--- src/rtl/wb_port_arbiter.sv ---
// wb_port_arbiter
// Shares the single register-file write port between the in-order write-back
// stage and one long-latency unit. The pipe normally has priority. After
// STARVE_LIMIT consecutive refused long-unit cycles, the long unit gets one
// forced grant while write-back is stalled. The register-file write command
// is registered.
//
// Ports:
//   clk, rst                       clock, synchronous active-high reset
//   pipe_valid/pipe_rd/pipe_data   write-back stage request
//   pipe_stall                     write-back must hold its inputs next cycle
//   lu_valid/lu_rd/lu_data         long-unit result (valid/ready handshake)
//   lu_ready                       long-unit transfer when lu_valid && lu_ready
//   rf_we/rf_waddr/rf_wdata        registered register-file write command
//
// state    | meaning
// ---------+------------------------------------------------------------
// PIPE_PRI | wait_cnt < STARVE_LIMIT, pipe wins whenever it is valid
// LONG_PRI | wait_cnt == STARVE_LIMIT, long unit forced in, pipe stalled
module wb_port_arbiter #(
  parameter int BW           = 32,
  parameter int STARVE_LIMIT = 4
) (
  input  logic          clk,
  input  logic          rst,
  input  logic          pipe_valid,
  input  logic [4:0]    pipe_rd,
  input  logic [BW-1:0] pipe_data,
  output logic          pipe_stall,
  input  logic          lu_valid,
  input  logic [4:0]    lu_rd,
  input  logic [BW-1:0] lu_data,
  output logic          lu_ready,
  output logic          rf_we,
  output logic [4:0]    rf_waddr,
  output logic [BW-1:0] rf_wdata
);

  localparam logic [2:0] LIMIT = 3'(STARVE_LIMIT);

  logic [2:0] wait_cnt;
  logic [2:0] wait_cnt_nxt;
  logic       long_pri;
  logic       lu_xfer;
  logic       pipe_win;

  assign long_pri = (wait_cnt == LIMIT);

  // state register
  always_ff @(posedge clk) begin
    if (rst) wait_cnt <= '0;
    else     wait_cnt <= wait_cnt_nxt;
  end

  // next state: count refused long-unit cycles, clear on transfer or idle
  always_comb begin
    wait_cnt_nxt = '0;
    if (lu_valid && !lu_ready) begin
      if (wait_cnt >= LIMIT) wait_cnt_nxt = LIMIT;
      else                   wait_cnt_nxt = wait_cnt + 3'd1;
    end
  end

  // outputs and winner selection
  always_comb begin
    lu_ready   = 1'b0;
    pipe_stall = 1'b0;
    lu_xfer    = 1'b0;
    pipe_win   = 1'b0;
    if (!rst) begin
      if (long_pri) begin
        lu_ready   = 1'b1;
        pipe_stall = pipe_valid;
      end else begin
        lu_ready   = !pipe_valid;
      end
      lu_xfer  = lu_valid && lu_ready;
      pipe_win = pipe_valid && !long_pri;
    end
  end

  // Write command register. An x0 write completes its handshake but leaves
  // the address/data register untouched and never raises rf_we.
  always_ff @(posedge clk) begin
    if (rst) begin
      rf_we    <= 1'b0;
      rf_waddr <= '0;
      rf_wdata <= '0;
    end else if (lu_xfer) begin
      rf_we <= (lu_rd != 5'd0);
      if (lu_rd != 5'd0) begin
        rf_waddr <= lu_rd;
        rf_wdata <= lu_data;
      end
    end else if (pipe_win) begin
      rf_we <= (pipe_rd != 5'd0);
      if (pipe_rd != 5'd0) begin
        rf_waddr <= pipe_rd;
        rf_wdata <= pipe_data;
      end
    end else begin
      rf_we <= 1'b0;
    end
  end

endmodule

--- config.mk ---
export PLATFORM = sky130hd
export DESIGN_NAME = wb_port_arbiter
export DESIGN_NICKNAME = d
export VERILOG_FILES = /design/src/rtl/wb_port_arbiter.sv
export SDC_FILE = /design/constraint.sdc
export NUM_CORES = 1
export LEC_CHECK = 0
export CAP_MARGIN = 20
export CORE_MARGIN = 1
export CORE_UTILIZATION = 41
export DETAILED_ROUTE_END_ITERATION = 8
export PLACE_DENSITY_LB_ADDON = 0.25
export SLEW_MARGIN = 15
export SYNTH_ARGS = -nofsm -noshare
export SYNTH_HDL_FRONTEND = slang
export SYNTH_SLANG_ARGS = --single-unit
export TNS_END_PERCENT = 10
--- constraint.sdc ---
create_clock -name clk -period 3.8 [get_ports clk]
set_input_delay 0.57 -clock clk [delete_from_list [all_inputs] [get_ports clk]]
set_output_delay 0.57 -clock clk [all_outputs]
set_load 0.05 [all_outputs]
==> impl_metrics.env, run 1 <==
export IMPL_status="finished clean"
export IMPL_ctsHoldBuffers=0
export IMPL_synth_seq_area_share_pct=40.7
export IMPL_r2r_setup_slack_ps=1650
export IMPL_first_global_vias=1883
export IMPL_cpLargestDelayFamily="buffers and inverters"
export IMPL_relSlewSlack_pct=39.3
export IMPL_multi_input_area_mm2=0.00108
export IMPL_hp_class="reg -> reg"
export IMPL_drive_gt1_share_pct=11.8
export IMPL_area_sequential_um2=821
export IMPL_fillers=413
export IMPL_dpl_hpwl_um=3780
export IMPL_synthesis_area_mm2=0.00202
export IMPL_fmax_ghz=0.343
export IMPL_report_final_slew_viol_count=0
export IMPL_ir_drop_mv=0.272
export IMPL_grt_max_degree=39
export IMPL_path_cells="clkdlybuf4s50_1, a21bo_2, nor2b_1, clkdlybuf4s50_1"
export IMPL_final_hold_violation_count=0
export IMPL_grt_pass1_wl_um=8670
export IMPL_grt_ovfl_total=0
export IMPL_p_leak_nw=1.36
export IMPL_clock_sinks=41
export IMPL_syn_avg_cell_area_um2=10.2
export IMPL_ant_nets=0
export IMPL_synth_top_cells_by_count="dfxtp_1 (41), nor3_1 (38), mux2i_1 (33)"
export IMPL_vias=1924
export IMPL_path_class="in -> out"
export IMPL_p_per_area_mw_per_mm2=389
export IMPL_placed_area_mm2=0.00319
export IMPL_worstPathArrival_ps=2340
export IMPL_synth_flop_cell="dfxtp_1"
export IMPL_crit_fanout=9
export IMPL_synth_top_cell_area_share_pct=40.7
export IMPL_rsz0062_at_grt="no"
export IMPL_postLayoutCellArea_mm2=0.00332
export IMPL_critPathSlowestCell="clkdlybuf4s50_1"
export IMPL_routed_wirelength_um=5360
export IMPL_synth_distinct_cells=23
export IMPL_fin_tns_setup_ps=0
export IMPL_clk_latency_ps=280
export IMPL_max_stage_delay_ps=810
export IMPL_drc=0
export IMPL_coreArea_mm2=0.00472
export IMPL_post_cts_resized=0
export IMPL_crit_required_ps=3230
export IMPL_synth_nets=277
export IMPL_tritoncts="yes"
export IMPL_timing_final_crit_period_ps=2910
export IMPL_cp_common_cell="clkdlybuf4s50_1"
export IMPL_worst_slew_pin_slew_ps=911
export IMPL_dr_first_iter_drc_count=67
export IMPL_final_cells=371
export IMPL_async_flop_share_pct=0
export IMPL_numCtsBuffers=5
export IMPL_setup_violations=0
export IMPL_post_cts_buffers=0
export IMPL_synth_seq_cells=41
export IMPL_die_area_mm2=0.00520
export IMPL_rows=25
export IMPL_vias_per_cell=5.19
export IMPL_antenna_cells=0
export IMPL_drv_cap=0
export IMPL_grt_util_all_layers_pct=21.1
export IMPL_place_inst=363
export IMPL_die_y_um=72.1
export IMPL_yosysTopAreaCell="dfxtp_1"
export IMPL_start_kind="input port"
export IMPL_numPortBuffers=117
export IMPL_cts_root_buf="clkbuf_8"
export IMPL_finalCritPeriodShare_pct=76.7
export IMPL_ys_warnings_count=0
export IMPL_synth_edf_count=0
export IMPL_synthCells=197
export IMPL_routedWlPerCell_um=14.4
export IMPL_io_pins=118
export IMPL_antenna_found_initial=0
export IMPL_die_w_um=72.1
export IMPL_htree_levels=2
export IMPL_area_growth_pct=64.6
export IMPL_gp_congestion=0.825
export IMPL_path_clk_slew_ps=80
export IMPL_path_buf_inv=2
export IMPL_first_pass_iters=4
export IMPL_synth_area_leaders="dfxtp_1 (41%), mux2i_1 (16%), a211oi_2 (12%), nor3_1 (9.4%), a211oi_1 (4.8%)"
export IMPL_initial_core_util_pct=42.7
export IMPL_finalNetCount=383
export IMPL_finClkSkew_ps=4.89
export IMPL_clock_tree_buffer_depth=2
export IMPL_synth_most_common_cell="dfxtp_1"
export IMPL_cp_end_kind="output pin"
per-layer routing:
layer  up-vias  global-route usage, %  wire (um)
met1       887                   24.3       2340
met4         0                   6.54         32
li1        954                      -          -
met2        79                   37.4       2500
met3         4                   6.39        493
met5         -                      0          0
where the power goes:
group / switching (mW) / internal (mW) / total (mW) / leakage, nW
Clock: 0.147 / 0.261 / 0.408 / 0.0681
Sequential: 0.0175 / 0.465 / 0.482 / 0.341
Combinational: 0.225 / 0.176 / 0.401 / 0.955
Total: 0.390 / 0.902 / 1.29 / 1.36
cell type report:
| cell class | instances | area share (%) |
|---|---|---|
| multi-input cells | 133 | 32.7 |
| clock buffers | 5 | 2.07 |
| flip-flops and latches | 41 | 24.7 |
| repair buffers | 120 | 35.8 |
| inverters | 2 | 0.226 |
| well taps | 67 | 2.53 |
| clock inverters | 3 | 1.96 |
cells in the final DEF, fill, tap and decap left out:
cell,synthesis,layout
clkbuf_8,0,5
a211oi_1,13,13
clkinv_2,0,1
nor2_1,2,2
bufinv_16,0,2
o311a_1,1,1
buf_4,0,3
or2_2,0,1
a21oi_4,0,1
clkdlybuf4s50_1,0,116
nor3_1,38,38
a311oi_1,4,4
a211oi_2,20,20
ha_1,2,2
inv_1,2,2
nand2_4,1,1
and4b_1,3,3
buf_2,11,1
nor2b_1,3,3
or3_1,1,1
nand2_1,4,4
nand3_1,4,4
o21ai_0,1,1
a21bo_2,1,1
mux2i_1,33,33
dfxtp_1,41,41
path summary, 6_finish.rpt:
check,startpoint,to,cells past startpoint
setup / recovery,pipe_valid,lu_ready,4
hold / removal,wait_cnt[2],wait_cnt[2],2
setup reg to reg,wait_cnt[0],rf_waddr[4],6
hold reg to reg,wait_cnt[2],wait_cnt[2],2
cells by family after synthesis:
kind of cell / share of synthesized area, %
mux: 16.4
simple gates: 15.1
buf+inv: 6.08
compound gates: 20.5
fa+ha+maj: 1.24
flops: 40.7
flip-flops by register name, indices dropped and copies added (netlist names):
name and count:
rf_wdata 32, wait_cnt 3, rf_waddr 5, rf_we 1
metrics by stage:
step	hold WS [ps]	power [mW]	util (%)	setup WS, ps
5_1_grt	625	1.35	70.3	819
3_5_place_dp	574	0.895	67.4	898
6_report	590	1.29	70.3	887
3_3_place_gp	560	0.889	67.4	931
2_1_floorplan	519	0.729	-	1580
4_1_cts	590	1.31	70.3	894
worst min-delay path, stage by stage (launching register included):
cell     delay [ps]
dfxtp_1         340
o21ai_0         170
nor2_1           40
No activity file was read; power rests on OpenSTA's default activity.
==> run 2: changes to the inputs <==
- CORE_UTILIZATION: 41 -> 34
- clock period: 3.8 -> 2.6 ns (I/O delays scaled with it)
==> impl_metrics.env, run 2 (same netlist as run 1, synthesis figures left out) <==
export IMPL_status="finished clean"
export IMPL_vias=1915
export IMPL_swShare_pct=32.4
export IMPL_first_global_vias=1859
export IMPL_start_kind="input port"
export IMPL_final_setup_worst_slack_ps=498
export IMPL_p_per_area_mw_per_mm2=513
export IMPL_finClkSkew_ps=2.62
export IMPL_crit_fanout=18
export IMPL_clk_latency_ps=280
export IMPL_ctsHoldBuffers=0
export IMPL_cp_end_kind="flip-flop"
export IMPL_p_int_mw=1.16
export IMPL_ir_drop_mv=0.263
export IMPL_initial_core_util_pct=36.0
export IMPL_routedWlPerCell_um=14.0
export IMPL_finalNetCount=389
export IMPL_finalCritPeriodShare_pct=80.8
export IMPL_grt_pass1_wl_um=8470
export IMPL_worstPathArrival_ps=2290
export IMPL_timing_final_crit_period_ps=2100
export IMPL_rows=27
export IMPL_p_sw_uw=554
export IMPL_fmax_ghz=0.476
export IMPL_die_y_um=79.0
export IMPL_place_ws_ps=238
export IMPL_vias_per_cell=5.03
export IMPL_postLayoutCellArea_mm2=0.00333
export IMPL_clock_sinks=41
export IMPL_area_growth_pct=65.1
export IMPL_wl_met2_um=2540
export IMPL_wl_met3_um=442
export IMPL_cts_root_buf="clkbuf_8"
export IMPL_drive_gt1_share_pct=13.6
export IMPL_die_area_mm2=0.00624
export IMPL_coreArea_mm2=0.00561
export IMPL_grt_max_degree=38
export IMPL_largest_reg_flops=32
export IMPL_relSlewSlack_pct=63.7
export IMPL_first_pass_iters=4
export IMPL_tritoncts="yes"
export IMPL_worst_slew_pin_slew_ps=543
export IMPL_antenna_found_initial=0
export IMPL_numPortBuffers=117
export IMPL_report_final_slew_viol_count=0
export IMPL_setup_violations=0
export IMPL_post_cts_buffers=0
export IMPL_p_leak_nw=1.38
export IMPL_dr_first_iter_drc_count=63
export IMPL_clock_tree_buffer_depth=2
export IMPL_drv_cap=0
export IMPL_maxUsedRoutingLayer="met4"
export IMPL_htree_levels=2
export IMPL_fin_tns_setup_ps=0
export IMPL_p_comb_share_pct=34.8
export IMPL_gp_congestion=0.706
export IMPL_path_class="in -> reg"
export IMPL_fillers=520
export IMPL_post_cts_resized=0
export IMPL_ant_nets=0
export IMPL_seq_power_share_pct=41.3
export IMPL_layout_common_cells="clkdlybuf4s50_1 (114), dfxtp_1 (41), nor3_1 (38), mux2i_1 (33), a211oi_2 (20)"
export IMPL_placed_area_mm2=0.00324
export IMPL_path_clk_slew_ps=70
export IMPL_top_regs="rf_wdata (32), rf_waddr (5), wait_cnt (3)"
export IMPL_io_pins=118
export IMPL_largest_register="rf_wdata"
export IMPL_crit_required_ps=2790
export IMPL_die_w_um=79.0
export IMPL_power_mw=1.71
export IMPL_routed_wirelength_um=5330
export IMPL_hp_class="in -> reg"
export IMPL_dpl_hpwl_um=3910
export IMPL_numCtsBuffers=5
export IMPL_grt_ovfl_total=0
export IMPL_rsz0062_at_grt="no"
export IMPL_clock_power_share_pct=23.9
export IMPL_antenna_cells=0
export IMPL_grt_util_all_layers_pct=17.2
export IMPL_layout_commonest_cell="clkdlybuf4s50_1"
export IMPL_final_hold_violation_count=0
export IMPL_drc=0
export IMPL_wl_met1_um=2300
-- run 2: per-layer routing --
layer | GRT usage [%] | up-vias
li1 | - | 965
met1 | 20.7 | 878
met2 | 29.1 | 66
met3 | 5.40 | 6
met4 | 4.91 | 0
met5 | 0 | -
-- run 2: critical path, stage by stage --
cell and delay [ps]:
clkdlybuf4s50_1 430, or3_1 380, o311a_1 310, or2_2 290, buf_4 230, a311oi_1 260
-- run 2: final cells by class --
cell class | count | area, um2 | share of cell area, %
clock buffers | 7 | 86.3 | 2.59
inverters | 2 | 7.51 | 0.225
multi-input cells | 133 | 1080 | 32.6
flip-flops and latches | 41 | 821 | 24.6
well taps | 72 | 90.1 | 2.70
repair buffers | 126 | 1240 | 37.3
-- run 2: power groups by stage --
stage	combinational (mW)	clock, mW	sequential, mW
2_1_floorplan	0.172	0	0.894
3_3_place_gp	0.593	0	0.719
3_5_place_dp	0.598	0	0.720
4_1_cts	0.600	0.421	0.706
5_1_grt	0.629	0.445	0.712
6_report	0.595	0.408	0.706
-- run 2: worst paths after layout --
kind                            cells past startpoint  slack (ps)         from          end
worst min-delay path                                2         490          rst        rf_we
worst min register to register                      2         570  wait_cnt[2]  wait_cnt[2]
worst max-delay path                                6         500     lu_rd[1]  rf_waddr[4]
worst max register to register                      7         670  wait_cnt[0]  rf_waddr[4]
-- run 2: through the flow --
stage                     util (%)  hold WS [ps]  instances
after detailed placement      57.9           569        374
after CTS                     59.4           491        381
after global placement        57.9           554        374
final                         59.4           495        381
after floorplan                  -           519        197
after global routing          59.4           536        381
==> run 3: changes to the inputs <==
- CORE_UTILIZATION: 34 -> 38
- clock period: 2.6 -> 2.1 ns (I/O delays scaled with it)
==> impl_metrics.env, run 3 (same netlist as run 1, synthesis figures left out) <==
export IMPL_status="finished clean"
export IMPL_fmax_ghz=0.502
export IMPL_grt_max_degree=38
export IMPL_dr_first_iter_drc_count=80
export IMPL_report_final_slew_viol_count=0
export IMPL_top_regs="rf_wdata (32), rf_waddr (5), wait_cnt (3)"
export IMPL_layout_commonest_cell="clkdlybuf4s50_1"
export IMPL_crit_fanout=18
export IMPL_rr_startpoint="wait_cnt[0]"
export IMPL_first_pass_iters=4
export IMPL_io_pins=118
export IMPL_relSlewSlack_pct=63.4
export IMPL_clock_tree_buffer_depth=2
export IMPL_placed_area_mm2=0.00333
export IMPL_cpLargestDelayFamily="simple AND/OR/NAND/NOR gates"
export IMPL_grt_util_all_layers_pct=19.9
export IMPL_numPortBuffers=117
export IMPL_r2r_cells=7
export IMPL_finClkSkew_ps=3.07
export IMPL_finalNetCount=393
export IMPL_fillers=423
export IMPL_holdPathEnd="rf_wdata[27]"
export IMPL_vias_per_cell=5.08
export IMPL_area_growth_pct=72.3
export IMPL_place_ws_ps=-200
export IMPL_numCtsBuffers=5
export IMPL_die_area_mm2=0.00560
export IMPL_antenna_found_initial=0
export IMPL_path_clk_slew_ps=80
export IMPL_gp_congestion=0.728
export IMPL_setup_violations=0
export IMPL_worst_slew_pin_slew_ps=548
export IMPL_max_stage_delay_ps=410
export IMPL_timing_final_crit_period_ps=1990
export IMPL_ant_nets=0
export IMPL_ir_drop_mv=0.411
export IMPL_clk_latency_ps=290
export IMPL_reg2reg_to="rf_wdata[2]"
export IMPL_worstPathArrival_ps=2200
export IMPL_initial_core_util_pct=39.5
export IMPL_start_kind="input port"
export IMPL_die_w_um=74.9
export IMPL_routedWlPerCell_um=14.1
export IMPL_cts_root_buf="clkbuf_8"
export IMPL_p_leak_nw=1.45
export IMPL_die_y_um=74.9
export IMPL_min_from="rst"
export IMPL_grt_pass1_wl_um=8490
export IMPL_dpl_hpwl_um=4000
export IMPL_layout_common_cells="clkdlybuf4s50_1 (114), dfxtp_1 (41), nor3_1 (38), mux2i_1 (33), a211oi_2 (20)"
export IMPL_tritoncts="yes"
export IMPL_htree_levels=2
export IMPL_finalCritPeriodShare_pct=94.9
export IMPL_drive_gt1_share_pct=15.6
export IMPL_vias=1951
export IMPL_hold_ws_ps=319
export IMPL_largest_register="rf_wdata"
export IMPL_final_setup_worst_slack_ps=108
export IMPL_rsz0062_at_grt="no"
export IMPL_antenna_cells=0
export IMPL_grt_ovfl_total=0
export IMPL_postLayoutCellArea_mm2=0.00347
export IMPL_path_class="in -> reg"
export IMPL_path_cells="clkdlybuf4s50_1, or3_1, o311a_1, or2_2, buf_12, a211oi_1"
export IMPL_p_per_area_mw_per_mm2=685
export IMPL_crit_required_ps=2310
export IMPL_coreArea_mm2=0.00511
export IMPL_routed_wirelength_um=5410
export IMPL_final_hold_violation_count=0
export IMPL_hp_class="in -> reg"
export IMPL_holdPathStages=2
export IMPL_critPathSlowestCell="clkdlybuf4s50_1"
export IMPL_path_buf_inv=2
export IMPL_rows=26
export IMPL_clock_sinks=41
export IMPL_largest_reg_flops=32
export IMPL_drc=0
export IMPL_cp_end_kind="flip-flop"
export IMPL_drv_cap=0
export IMPL_r2r_setup_slack_ps=260
export IMPL_first_global_vias=1847
## run 3: cell count changes in the layout (fill, tap and decap cells not counted), sizes merged
| cell | delta |
|---|---|
| buf | +4 |
| clkbuf | -2 |
| clkinv | +1 |
| bufinv | +2 |
## run 3: how the worst max path moves through the flow
stage          cells past startpoint   startpoint     endpoint  slack, ps
2_1_floorplan                      5  wait_cnt[0]     lu_ready        260
3_3_place_gp                       6     lu_rd[1]  rf_waddr[4]       -110
3_5_place_dp                       6     lu_rd[1]  rf_waddr[3]       -200
4_1_cts                            6     lu_rd[1]  rf_waddr[3]        100
5_1_grt                            6     lu_rd[1]  rf_wdata[0]         30
6_report                           6     lu_rd[1]  rf_wdata[2]        110
## run 3: repair_timing
item / 4_1_cts / 5_1_grt
endpoints found under the setup margin: 0 / 1
hold buffers: 0 / 0
resized for setup: 0 / 1
setup buffers: 0 / 0
## run 3: per-stage QoR
step | utilization, % | cells | power (mW) | setup TNS (ps)
after floorplan | - | 197 | 1.32 | 0
after global placement | 65.3 | 376 | 1.64 | -3200
after detailed placement | 65.3 | 376 | 1.66 | -5520
after CTS | 67.9 | 384 | 2.40 | 0
after global routing | 68.0 | 384 | 2.47 | 0
final | 68.0 | 384 | 2.38 | 0
## run 3: layout make-up
type	count	area, um2	share of cell area, %
Clock buffer	5	68.8	1.98
Clock inverter	3	65.1	1.87
Inverter	2	7.51	0.216
Multi-Input combinational cell	133	1090	31.4
Sequential cell	41	821	23.6
Tap cell	70	87.6	2.52
Timing Repair Buffer	130	1330	38.4
## run 3: worst reg2reg max path, delay by kind of cell, from the launching register on
family | cells | cell delay [ps]
AOI/OAI and AO/OA | 3 | 650
adders and majority gates | 1 | 200
buffers and inverters | 2 | 230
DFF | 1 | 340
and+or+nand+nor | 1 | 350
## run 3: per-layer routing
layer	wire, um	vias up	GRT usage, %
li1	-	973	-
met1	2400	900	24.3
met2	2530	74	34.0
met3	445	4	5.49
met4	38	0	6.29
met5	0	-	0
## run 3: power by group
group          internal (mW)  switching (mW)
logic                  0.347           0.415
registers              0.841          0.0319
clock network          0.472           0.273
